[config.mk]
export PLATFORM = sky130hd
export DESIGN_NAME = seg_scan_decoder
export DESIGN_NICKNAME = d
export VERILOG_FILES = /design/src/rtl/seg_pkg.sv /design/src/rtl/seg_pattern_lookup.sv /design/src/rtl/seg_scan_decoder.sv
export SDC_FILE = /design/constraint.sdc
export NUM_CORES = 1
export LEC_CHECK = 0
export CAP_MARGIN = 20
export CORE_UTILIZATION = 30
export CTS_CLUSTER_DIAMETER = 60
export DETAILED_ROUTE_END_ITERATION = 16
export PLACE_DENSITY = 0.46
export SYNTH_ARGS = -nofsm -noshare
export SYNTH_HDL_FRONTEND = slang
export SYNTH_SLANG_ARGS = --single-unit
[constraint.sdc]
create_clock -name clk -period 4 [get_ports clk]
set_input_delay 0.6 -clock clk [delete_from_list [all_inputs] [get_ports clk]]
set_output_delay 0.6 -clock clk [all_outputs]
set_load 0.01 [all_outputs]
[src/rtl/seg_pkg.sv]
// Shared constants for the 7-segment scan path: bus layout, glyph table, FSM states.
package seg_pkg;

    localparam int SEG_W  = 8;
    localparam int SEG_DP = 0;
    localparam int SEG_G  = 1;
    localparam int SEG_A  = 7;
    localparam int NPAT   = 16;

    // Entry n is the a..g pattern (a in the MSB) that displays hex digit n.
    localparam logic [NPAT-1:0][6:0] SEG_TABLE = {
        7'b1000111, 7'b1001111, 7'b0111101, 7'b0001101,
        7'b0011111, 7'b1110111, 7'b1111011, 7'b1111111,
        7'b1110000, 7'b1011111, 7'b1011011, 7'b0110011,
        7'b1111001, 7'b1101101, 7'b0000110, 7'b1111110
    };

    typedef enum logic [1:0] {
        IDLE,
        WAIT,
        HELD
    } state_t;

endpackage

[src/rtl/seg_pattern_lookup.sv]
// Reverse glyph lookup: a..g pattern to hex nibble, with a hit flag for unknown glyphs.
module seg_pattern_lookup
    import seg_pkg::*;
(
    input  logic [6:0] i_pat,
    output logic       o_hit,
    output logic [3:0] o_nibble
);

    always_comb begin
        o_hit    = 1'b0;
        o_nibble = 4'h0;
        for (int k = 0; k < NPAT; k++) begin
            if (i_pat == SEG_TABLE[k]) begin
                o_hit    = 1'b1;
                o_nibble = 4'(k);
            end
        end
    end

endmodule

[src/rtl/seg_scan_decoder.sv]
// Reads a multiplexed 7-segment scan bus, captures each stable digit dwell once
// and publishes a complete NDIG-digit word when every digit has been seen.
module seg_scan_decoder
    import seg_pkg::*;
#(
    parameter int NDIG       = 8,
    parameter int STABLE_CYC = 4
) (
    input  logic                clk,
    input  logic                rst_n,
    input  logic [SEG_W-1:0]    seg_i,
    input  logic [NDIG-1:0]     an_i,
    output logic [4*NDIG-1:0]   value_o,
    output logic [NDIG-1:0]     dp_o,
    output logic [NDIG-1:0]     bad_mask_o,
    output logic                frame_valid_o,
    output logic                sel_err_o
);

    localparam int              CNT_W    = $clog2(STABLE_CYC + 1);
    localparam int              SAMP_W   = NDIG + SEG_W;
    localparam logic [CNT_W-1:0] CNT_ONE  = CNT_W'(1);
    localparam logic [CNT_W-1:0] CNT_LAST = CNT_W'(STABLE_CYC - 1);

    logic [SAMP_W-1:0]  r_samp_p0;
    logic [SAMP_W-1:0]  r_prev_p1;
    state_t             r_state;
    logic [CNT_W-1:0]   r_cnt;
    logic [NDIG-1:0]    r_seen;
    logic [NDIG-1:0]    r_bad;
    logic [NDIG-1:0]    r_dp_buf;
    logic [4*NDIG-1:0]  r_nib_buf;

    logic [NDIG-1:0]    w_an;
    logic [SEG_W-1:0]   w_seg;
    logic               w_same;
    logic               w_eval;
    logic               w_onehot;
    logic               w_sel_err;
    logic               w_cap;
    logic               w_done;
    logic               w_hit;
    logic [3:0]         w_nib;

    assign w_an      = r_samp_p0[SAMP_W-1:SEG_W];
    assign w_seg     = r_samp_p0[SEG_W-1:0];
    assign w_same    = (r_samp_p0 == r_prev_p1);
    // The edge that moves the counter onto STABLE_CYC is the single evaluation point of a dwell.
    assign w_eval    = (r_state == WAIT) && w_same && (r_cnt == CNT_LAST);
    assign w_onehot  = $onehot(w_an);
    assign w_sel_err = w_eval && !w_onehot && (w_an != '0);
    assign w_cap     = w_eval && w_onehot;
    assign w_done    = &r_seen;

    seg_pattern_lookup u_lookup (
        .i_pat    (w_seg[SEG_A:SEG_G]),
        .o_hit    (w_hit),
        .o_nibble (w_nib)
    );

    // Stage p0/p1: input sample, previous sample and dwell tracking
    always_ff @(posedge clk) begin
        if (!rst_n) begin
            r_samp_p0 <= '0;
            r_prev_p1 <= '0;
            r_state   <= IDLE;
            r_cnt     <= '0;
        end else begin
            r_samp_p0 <= {an_i, seg_i};
            r_prev_p1 <= r_samp_p0;
            case (r_state)
                IDLE: begin
                    if (!w_same) begin
                        r_cnt   <= CNT_ONE;
                        r_state <= WAIT;
                    end
                end
                WAIT: begin
                    if (!w_same) begin
                        r_cnt <= CNT_ONE;
                    end else begin
                        r_cnt <= r_cnt + CNT_ONE;
                        if (r_cnt == CNT_LAST) begin
                            r_state <= HELD;
                        end
                    end
                end
                HELD: begin
                    if (!w_same) begin
                        r_cnt   <= CNT_ONE;
                        r_state <= WAIT;
                    end
                end
                default: r_state <= IDLE;
            endcase
        end
    end

    // Stage p2: digit capture buffers and frame publication
    always_ff @(posedge clk) begin
        if (!rst_n) begin
            r_seen        <= '0;
            r_bad         <= '0;
            r_dp_buf      <= '0;
            r_nib_buf     <= '0;
            value_o       <= '0;
            dp_o          <= '0;
            bad_mask_o    <= '0;
            frame_valid_o <= 1'b0;
            sel_err_o     <= 1'b0;
        end else begin
            frame_valid_o <= w_done;
            sel_err_o     <= w_sel_err;
            if (w_done) begin
                value_o    <= r_nib_buf;
                dp_o       <= r_dp_buf;
                bad_mask_o <= r_bad;
                r_seen     <= '0;
                r_bad      <= '0;
            end
            // Placed after the clear so a capture on the completion edge opens the next frame.
            for (int i = 0; i < NDIG; i++) begin
                if (w_cap && w_an[i]) begin
                    r_nib_buf[4*i +: 4] <= w_nib;
                    r_dp_buf[i]         <= w_seg[SEG_DP];
                    r_seen[i]           <= 1'b1;
                    r_bad[i]            <= !w_hit;
                end
            end
        end
    end

endmodule

# After elaboration in Yosys (flattened, before gate mapping)
# Cells that the tools add are included.
# op_classes
addsub	8
eq_ne	24
muxes	55
n_reduce_logical	30
# op_table
cell	count
$eq A7 B7 Y1 const B	11
$mux W1	33
$mux W4	8
$mux W3	6
$reduce_bool A2 Y1	9
$eq A16 B16 Y1	1
$eq A7 B6 Y1 const B	2
$logic_and A1 B1 Y1	13
$mux W2	5
$add A1 B1 Y2	4
$mux W8	1
$reduce_and A8 Y1	1
$reduce_bool A8 Y1	1
$eq A7 B3 Y1 const B	1
$eq A7 B4 Y1 const B	1
$eq A7 B5 Y1 const B	1
$add A2 B2 Y3	2
$pmux W3 S2	1
$add A3 B3 Y4	1
$eq A4 B1 Y1 const B	1
$ne A2 B2 Y1 const B	2
$pmux W2 S2	1
$add A3 B1 Y3 const B	1
$eq A3 B2 Y1 const B	1
8 further kinds	9
# totals
input_bits	18
ff_bits	143
output_inout_bits	50
elab_cells	158

# Logic depth before layout (Yosys ltp)
# Gate-level depths: netlist of run 1.
# logic_depth
depth_word	19
ltp_mapped	13

# Hierarchy
# A second synthesis of run 1 with hierarchy kept.
# unflattened
cells_unflattened	627
hier_area_um2	5870.6
# modules_own_cells
mod	n_inst	cells_per_inst	seq_area_each_um2	area_per_inst_um2
seg_scan_decoder	1	562	2862.7	5441.5
seg_pattern_lookup	1	65	0.0	429.2

# Worst setup path after synthesis of run 1
# OpenSTA, ideal clock, no wires.
# synth_timing
kind	flip-flop to flip-flop
from	register r_samp_p0[8]
to	register r_nib_buf[16]
setup_ns	0.147
arrival_ns	3.467
stages_incl_launch_ff	13
period_less_slack_ns	3.614
t_required_ns	3.853
slack_ns	0.386
path_cell_list	dfxtp_1 > fa_1 > inv_1 > fa_1 > fa_1 > inv_1 > ha_1 > fa_1 > nand2b_1 > nor3b_1 > buf_2 > nand3_2 > mux2i_1
# synth_between
elab_chain_cells	6
word_cells_on_any_way	9
classes_between	3 x add/sub; 2 x eq/ne; 4 x reduce/logical
# synth_lines
item	line_no	source
start, declared	seg_scan_decoder.sv:25	logic [SAMP_W-1:0] r_samp_p0;
start signal, assigned	seg_scan_decoder.sv:69	r_samp_p0 <= {an_i, seg_i};
$add A1 B1 Y2 (not written as such)	seg_scan_decoder.sv:50	assign w_onehot = $onehot(w_an);
$add A2 B2 Y3 (not written as such)	seg_scan_decoder.sv:50	
$add A3 B3 Y4 (not written as such)	seg_scan_decoder.sv:50	
$eq A4 B1 Y1	seg_scan_decoder.sv:50	
$logic_and A1 B1 Y1 *	seg_scan_decoder.sv:52	assign w_cap = w_eval && w_onehot;
$logic_and A1 B1 Y1 *	seg_scan_decoder.sv:123	if (w_cap && w_an[i]) begin
end signal, assigned by index	seg_scan_decoder.sv:124	r_nib_buf[4*i +: 4] <= w_nib;
end, declared	seg_scan_decoder.sv:32	logic [4*NDIG-1:0] r_nib_buf;
# Mark *: on every way between the ends. The rest lies on a longest branch, timed or not.
# A chain may end at the register's enable or synchronous reset.

# Worst setup path after layout of run 1
# layout_timing
from	register r_samp_p0[8]
to	register r_dp_buf[7]
# layout_between
elab_chain_cells	6
word_cells_on_any_way	9
classes_between	3 x add/sub; 2 x eq/ne; 4 x reduce/logical
# layout_lines
item	line_no	source
$add A1 B1 Y2 (not written as such)	seg_scan_decoder.sv:50	
$add A2 B2 Y3 (not written as such)	seg_scan_decoder.sv:50	
$add A3 B3 Y4 (not written as such)	seg_scan_decoder.sv:50	
$eq A4 B1 Y1	seg_scan_decoder.sv:50	
$logic_and A1 B1 Y1 *	seg_scan_decoder.sv:52	
$logic_and A1 B1 Y1 *	seg_scan_decoder.sv:123	
end signal, assigned by index	seg_scan_decoder.sv:125	r_dp_buf[i] <= w_seg[SEG_DP];
end, declared	seg_scan_decoder.sv:31	logic [NDIG-1:0] r_dp_buf;
# Marks and branches as above.

==> metrics.md, run 1 <==
| Metric | Value |
|---|---|
| Drt drc | `0` |
| Pwr Total | `3.09 mW` |
| Critical Path Start | `r_samp_p0[8]` |
| Io pins | `a little under 70` |
| Worst Tran Pin Value | `1080 ps` |
| Final WS setup | `between 300 and 400 ps` |
| Cell variety after synth | `51` |
| Sequential share of power | `0.474` |
| Min Tclk post-route | `roughly 3700 ps` |
| Row Count | `50` |
| Largest net degree at the start of global routing | `61` |
| Root buffer cell | `clkbuf_16` |
| Worst Path Max Fanout | `9` |
| Fmax | `around 0.27 GHz` |
| MaxCap Viol Count | `0` |
| Max incr delay on CP | `530 ps` |
| Post-synthesis mux area share | `0.0827` |
| Leakage | `2.79 nW` |
| Largest cells by area after synthesis | `dfxtp_1 49%, nand2_1 10%, mux2i_1 8.3%, a21boi_0 7.0%, and2_1 3.8%` |
| Synthesized netlist net count | `644` |
| Switching Power | `0.665 mW` |
| Resize count post-CTS | `0` |
| Sequential fraction of the synthesis area | `0.493` |
| 1st-pass router iterations | `5` |
| Crit. End Element | `flip-flop` |
| Setup-failing EPs final | `0` |
| Startpoint Class | `flip-flop` |
| Core area | `about 0.019 sq mm` |
| Final hold vios | `0` |
| Post-synth top flop | `dfxtp_1` |
| Initial antenna violation count | `0` |
| Met1 usage | `0.171` |
| Required time worst endpoint | `approximately 4300 ps` |
| Ys Warns | `0` |
| Die area | `roughly 0.02 sq mm` |
| Commonest non-fill, non-tap cell in the layout | `nand2_1` |
| Die Width | `141 microns` |
| Busiest grt layer | `met2` |
| CTS Buf Count | `17` |
| Net Sw Frac | `0.215` |
| Yosys top cell by area | `dfxtp_1` |
| First-pass GRT wire length | `21800 microns` |
| Clk slew on worst S/H paths | `60 ps` |
| Global route overflow | `0` |
| Die height | `141 microns` |
| Total Wirelength | `13000 microns` |
| Synth Area in Simple Gates | `0.227` |
| Most used cell, CP | `fa_1` |
| Wire per inst | `13.7 microns` |
| Largest family of logic cells by synthesized area | `simple AND/OR/NAND/NOR gates` |
| Hold path start | `r_seen[2]` |
| Via/cell ratio | `4.53` |
| Slowest stage cell on the critical path | `fa_1` |
| Setup Buffers After CTS | `0` |
| Iter 0 DRT Violations | `around 190` |
| Nets | `701` |
| GR Util met2 | `0.240` |
| Post-Syn Instances | `616` |
| Slew Limit Headroom | `0.271` |
| Pint | `2.43 mW` |
| XOR/XNOR Fraction of Synth Area | `0.0256` |
| Worst EP arrival | `3950 ps` |
| DP HPWL | `8910 microns` |
| Final period utilization | `0.917` |
| Diodes inserted | `0` |
| Clk_lat worst skew | `410 ps` |
| Placer Congestion | `approximately 0.75` |
| Pins Over Slew Limit | `0` |
| Top-area cell type share of the netlist area | `0.493` |
| Buffers on Ports | `67` |
| Total number of vias | `4276` |
| Comb pwr share | `0.049` |
| Share of cells above drive strength 1 | `0.0805` |
| Initial core utilization | `0.309` |
| # clock sinks | `143` |
| Reg2reg start | `r_samp_p0[8]` |
| CTS tree | `done` |
| Clock Tree Buf Depth | `2` |
| RSZ-0062 raised after global routing | `false` |
| Cell Chain, Critical Path | `fa_1 > inv_1 > fa_1 > fa_1 > inv_1 > ha_1 > fa_1 > nand2b_1 > nor2_1 > nand4_1 > mux2i_1` |
| Vias in the first global route | `4318` |
| Synth Register Bits | `143` |
| Worst Skew | `9.40 ps` |
| Fillers | `1861` |
| Min-delay worst type | `flip-flop to flip-flop` |
| Overall Global Routing Usage | `0.142` |
| Status | `completed` |
| Final ANT Viol Nets | `0` |
| H-tree depth | `4` |
| Crit Path Class | `flip-flop to flip-flop` |
| Post-cts hold buffer count | `0` |
| Final core area utilization | `0.387` |
| Post-synthesis cell area | `0.00581 sq mm` |
| FFs w/ async S/R, synth | `0` |
| Cells after DPL | `around 910` |
| Area growth syn-to-layout | `25.3%` |
| PD cells | `425 mW/mm^2` |
| Post-synth EDFFs | `0` |
| Worst VDD drop | `305 uV` |
| Setup tns final | `0 ps` |
| Final Non-Filler Cells | `943` |
| Post-Place Setup Slack | `approximately 340 ps` |
| Synth Area in Adders | `0.0267` |
| Mean Syn Cell Area | `9.43 sq um` |
| Compound-gate portion of the synthesized area | `0.106` |
| Clock power frac | `0.477` |
| Most frequent cells in the layout | `161 x nand2_1, 143 x dfxtp_1, 66 x clkdlybuf4s50_1` |
| Met3 Use GR | `0.0418` |
==> flip-flops by register name, indices dropped and copies added (netlist names) <==
register,cells
r_cnt,3
bad_mask_o,8
value_o,32
r_samp_p0,16
r_bad,8
r_seen,8
r_prev_p1,16
r_state,2
frame_valid_o,1
r_nib_buf,32
sel_err_o,1
r_dp_buf,8
dp_o,8
==> metal layers <==
metal,part of all wire,up-vias
met2,0.49,78
met4,0.013,0
li1,-,2169
met5,0,-
met3,0.037,15
met1,0.46,2014
==> worst max-delay path: cells and delay by family (launching register included) <==
family | cells | cell delay [ps]
fa+ha+maj | 5 | 2070
simple gates | 3 | 890
mux | 1 | 170
buf+inv | 2 | 90
flops | 1 | 320
==> power groups by stage <==
| stage | sequential, mW | combinational (mW) | clock, mW |
|---|---|---|---|
| after CTS | 1.47 | 0.154 | 1.52 |
| final | 1.47 | 0.152 | 1.48 |
| after global placement | 1.50 | 0.150 | 0 |
| after global routing | 1.47 | 0.169 | 1.60 |
| after floorplan | 1.49 | 0.114 | 0 |
| after detailed placement | 1.50 | 0.153 | 0 |
==> synth_stat cells (3+ instances only) <==
cell	count
nor3b_1	4
mux2i_1	48
nor3_1	3
nand4_1	20
clkbuf_1	24
nand3_4	4
inv_1	13
nand2_1	161
and2_1	35
buf_1	5
a21boi_0	54
fa_1	4
ha_1	6
buf_4	3
nor2_1	5
a21oi_1	8
buf_2	6
and3b_1	3
o21ai_1	3
o21ai_0	5
xnor2_1	16
a21boi_1	4
dfxtp_1	143
nand3_2	4
nand3_1	3
or2_2	3
==> final cells by class <==
type	instances	area, sq um	area share
Sequential cell	143	2860	0.393
Multi-Input combinational cell	420	2730	0.375
Timing Repair Buffer	78	771	0.106
Clock buffer	22	454	0.0624
Tap cell	260	325	0.0447
Clock inverter	7	90.1	0.0124
Inverter	13	48.8	0.00670
==> final timing paths <==
kind / endpoint / slack [ps] / cells after the start
max: r_dp_buf[7] / 330 / 11
max reg2reg: r_dp_buf[7] / 330 / 11
min: r_seen[2] / 450 / 2
min reg2reg: r_seen[2] / 450 / 2
==> kinds of logic after synthesis <==
family	after synthesis
AO/OA/AOI/OAI	84
XOR/XNOR	17
adder cells (fa/ha/maj)	10
buffers and inverters	53
flip-flops	143
multiplexers	48
AND/OR/NAND/NOR	261
==> metrics by stage <==
stage                     cell area, sq um  hold WS, ps
after CTS                             7250          450
after global routing                  7280          477
after global placement                6710          440
after detailed placement              6710          442
final                                 7280          449
after floorplan                       5810          431
No activity file was read; power rests on OpenSTA's default activity.
==> run 2: changes to the inputs <==
--- a/config.mk
+++ b/config.mk
@@ -9,7 +9,6 @@
 export CORE_UTILIZATION = 30
 export CTS_CLUSTER_DIAMETER = 60
 export DETAILED_ROUTE_END_ITERATION = 16
-export PLACE_DENSITY = 0.46
 export SYNTH_ARGS = -nofsm -noshare
 export SYNTH_HDL_FRONTEND = slang
 export SYNTH_SLANG_ARGS = --single-unit
==> constraint.sdc (replaced) <==
create_clock -name clk -period 3.3 [get_ports clk]
set_input_delay 0.495 -clock clk [delete_from_list [all_inputs] [get_ports clk]]
set_output_delay 0.495 -clock clk [all_outputs]
set_load 0.01 [all_outputs]
==> run 2 against run 1 <==
  * The flow now finishes with violations (negative setup slack)
  * Clock skew fell by 2.6 ps
  * Via count grew 1.1%
  * Global-route usage down 0.54 points
  * Clock power is 41% higher
  * Worst hold slack worse by 23 ps
  * Non-clock buffer count grew 6
  * First-iteration DRC count rose by 7.0%
  * Register-to-register slack lost 540 ps
  * Die area unchanged
  * Cell count is 0.85% higher
  * Critical path depth grew 1
  * Worst setup slack worse by 540 ps
  * Largest power group unchanged
  * Highest routed layer unchanged
==> metrics.md, run 2 (same netlist as run 1, synthesis figures left out) <==
| Metric | Value |
|---|---|
| Via/cell ratio | `4.54` |
| Required time worst endpoint | `3570 ps` |
| Vias in the first global route | `4232` |
| Worst EP arrival | `roughly 3800 ps` |
| Io pins | `68` |
| Min-delay worst type | `input port to flip-flop` |
| Registers with the most flip-flops | `r_nib_buf (32), value_o (32)` |
| Top Family by Delay on Critical Path | `adder cells` |
| Worst Skew | `6.79 ps` |
| Worst Path Max Fanout | `8` |
| Setup Buffers After CTS | `0` |
| Core area | `0.0188 sq mm` |
| Iter 0 DRT Violations | `198` |
| Area growth syn-to-layout | `29.1%` |
| Placer Congestion | `0.804` |
| Root buffer cell | `clkbuf_16` |
| Post-Place Setup Slack | `-277 ps` |
| Worst Tran Pin Value | `786 ps` |
| Die height | `141 microns` |
| H-tree depth | `4` |
| Global route overflow | `0` |
| Placed inst area | `between 0.006 and 0.007 sq mm` |
| Buffers on Ports | `67` |
| Crit. End Element | `flip-flop` |
| Overall Global Routing Usage | `0.136` |
| Fillers | `just under 2000` |
| Drt drc | `0` |
| Nets | `707` |
| Largest net degree at the start of global routing | `84` |
| Die Width | `141 microns` |
| Clk_lat worst skew | `roughly 420 ps` |
| Net Sw Frac | `0.219` |
| Switching Power | `0.893 mW` |
| Die area | `0.0199 sq mm` |
| Share of cells above drive strength 1 | `0.117` |
| Cell Chain, Critical Path | `fa_1 > inv_1 > fa_1 > fa_1 > inv_1 > ha_2 > fa_2 > nand2b_4 > nor3b_4 > buf_12 > nand3_4 > mux2i_1` |
| Clock Tree Buf Depth | `2` |
| Max incr delay on CP | `520 ps` |
| First-pass GRT wire length | `21400 microns` |
| Row Count | `50` |
| 1st-pass router iterations | `4` |
| Initial core utilization | `0.309` |
| RSZ-0062 raised after global routing | `true` |
| CTS tree | `done` |
| Clk slew on worst S/H paths | `about 60 ps` |
| Leakage | `2.88 nW` |
| Slew Limit Headroom | `0.473` |
| Pwr Total | `a little over 4 mW` |
| Slowest stage cell on the critical path | `fa_1` |
| Pint | `3.18 mW` |
| Most used cell, CP | `fa_1` |
| Comb pwr share | `0.053` |
| Pins Over Slew Limit | `0` |
| Setup-failing EPs final | `57` |
| Diodes inserted | `0` |
| Startpoint Class | `flip-flop` |
| Min Tclk post-route | `3510 ps` |
| Fmax | `0.285 GHz` |
| Post-cts hold buffer count | `0` |
| Initial antenna violation count | `0` |
| Status | `finished, violations left` |
| Total Wirelength | `12600 microns` |
| MaxCap Viol Count | `0` |
| Final WS setup | `-208 ps` |
| Final period utilization | `1.06` |
| Final instance area | `roughly 0.0075 sq mm` |
| PD cells | `between 500 and 600 mW/mm^2` |
| Most frequent cells in the layout | `161 x nand2_1, 140 x dfxtp_1, 66 x clkdlybuf4s50_1` |
| Crit Path Class | `flip-flop to flip-flop` |
| Total number of vias | `4321` |
| Final core area utilization | `0.398` |
| Worst VDD drop | `346 uV` |
| CTS Buf Count | `17` |
| Commonest non-fill, non-tap cell in the layout | `nand2_1` |
| Final ANT Viol Nets | `0` |
| Clock power frac | `0.512` |
| Violated checks | `negative setup slack` |
| Final hold vios | `0` |
| # clock sinks | `143` |
| Crit path buffers/inverters | `3` |
| Wire per inst | `13.2 microns` |
| Sequential share of power | `0.435` |
| DP HPWL | `8190 microns` |
-- run 2: stage by stage --
step | instances | hold slack, ps | TNS (ps)
5_1_grt | 951 | 411 | -16340
6_report | 951 | 426 | -8350
4_1_cts | 951 | 409 | -8420
3_3_place_gp | 920 | 442 | -10740
2_1_floorplan | 616 | 435 | -5490
3_5_place_dp | 920 | 446 | -12870
-- run 2: worst paths after layout --
check                  endpoint  depth (start not counted)  slack, ps         start
setup reg to reg  r_nib_buf[27]                         12       -210  r_samp_p0[8]
setup / recovery  r_nib_buf[27]                         12       -210  r_samp_p0[8]
hold reg to reg       r_seen[2]                          2        460     r_seen[2]
hold / removal          dp_o[7]                          2        430         rst_n
-- run 2: routing by layer --
metal,share of wire,GRT usage
met1,0.49,0.178
met2,0.46,0.216
met3,0.037,0.0384
met4,0.013,0.0446
met5,0,0
-- run 2: timing repair --
action / 4_1_cts / 5_1_grt
gates resized for setup: 7 / 7
pin swaps: 8 / 4
endpoints found under the setup margin: 57 / 57
-- run 2: power groups by stage --
| stage | Clock, mW | Sequential (mW) | Combinational (mW) |
|---|---|---|---|
| after CTS | 2.12 | 1.77 | 0.214 |
| after floorplan | 0 | 1.80 | 0.151 |
| after detailed placement | 0 | 1.81 | 0.207 |
| after global routing | 2.22 | 1.77 | 0.240 |
| final | 2.08 | 1.77 | 0.215 |
| after global placement | 0 | 1.81 | 0.205 |
-- run 2: area by class of cell --
type	count	area, sq um	share of cell area
flip-flops and latches	143	2870	0.382
multi-input cells	420	2800	0.374
repair buffers	84	808	0.108
clock buffers	20	467	0.0622
well taps	260	325	0.0434
clock inverters	11	180	0.0240
inverters	13	48.8	0.00650
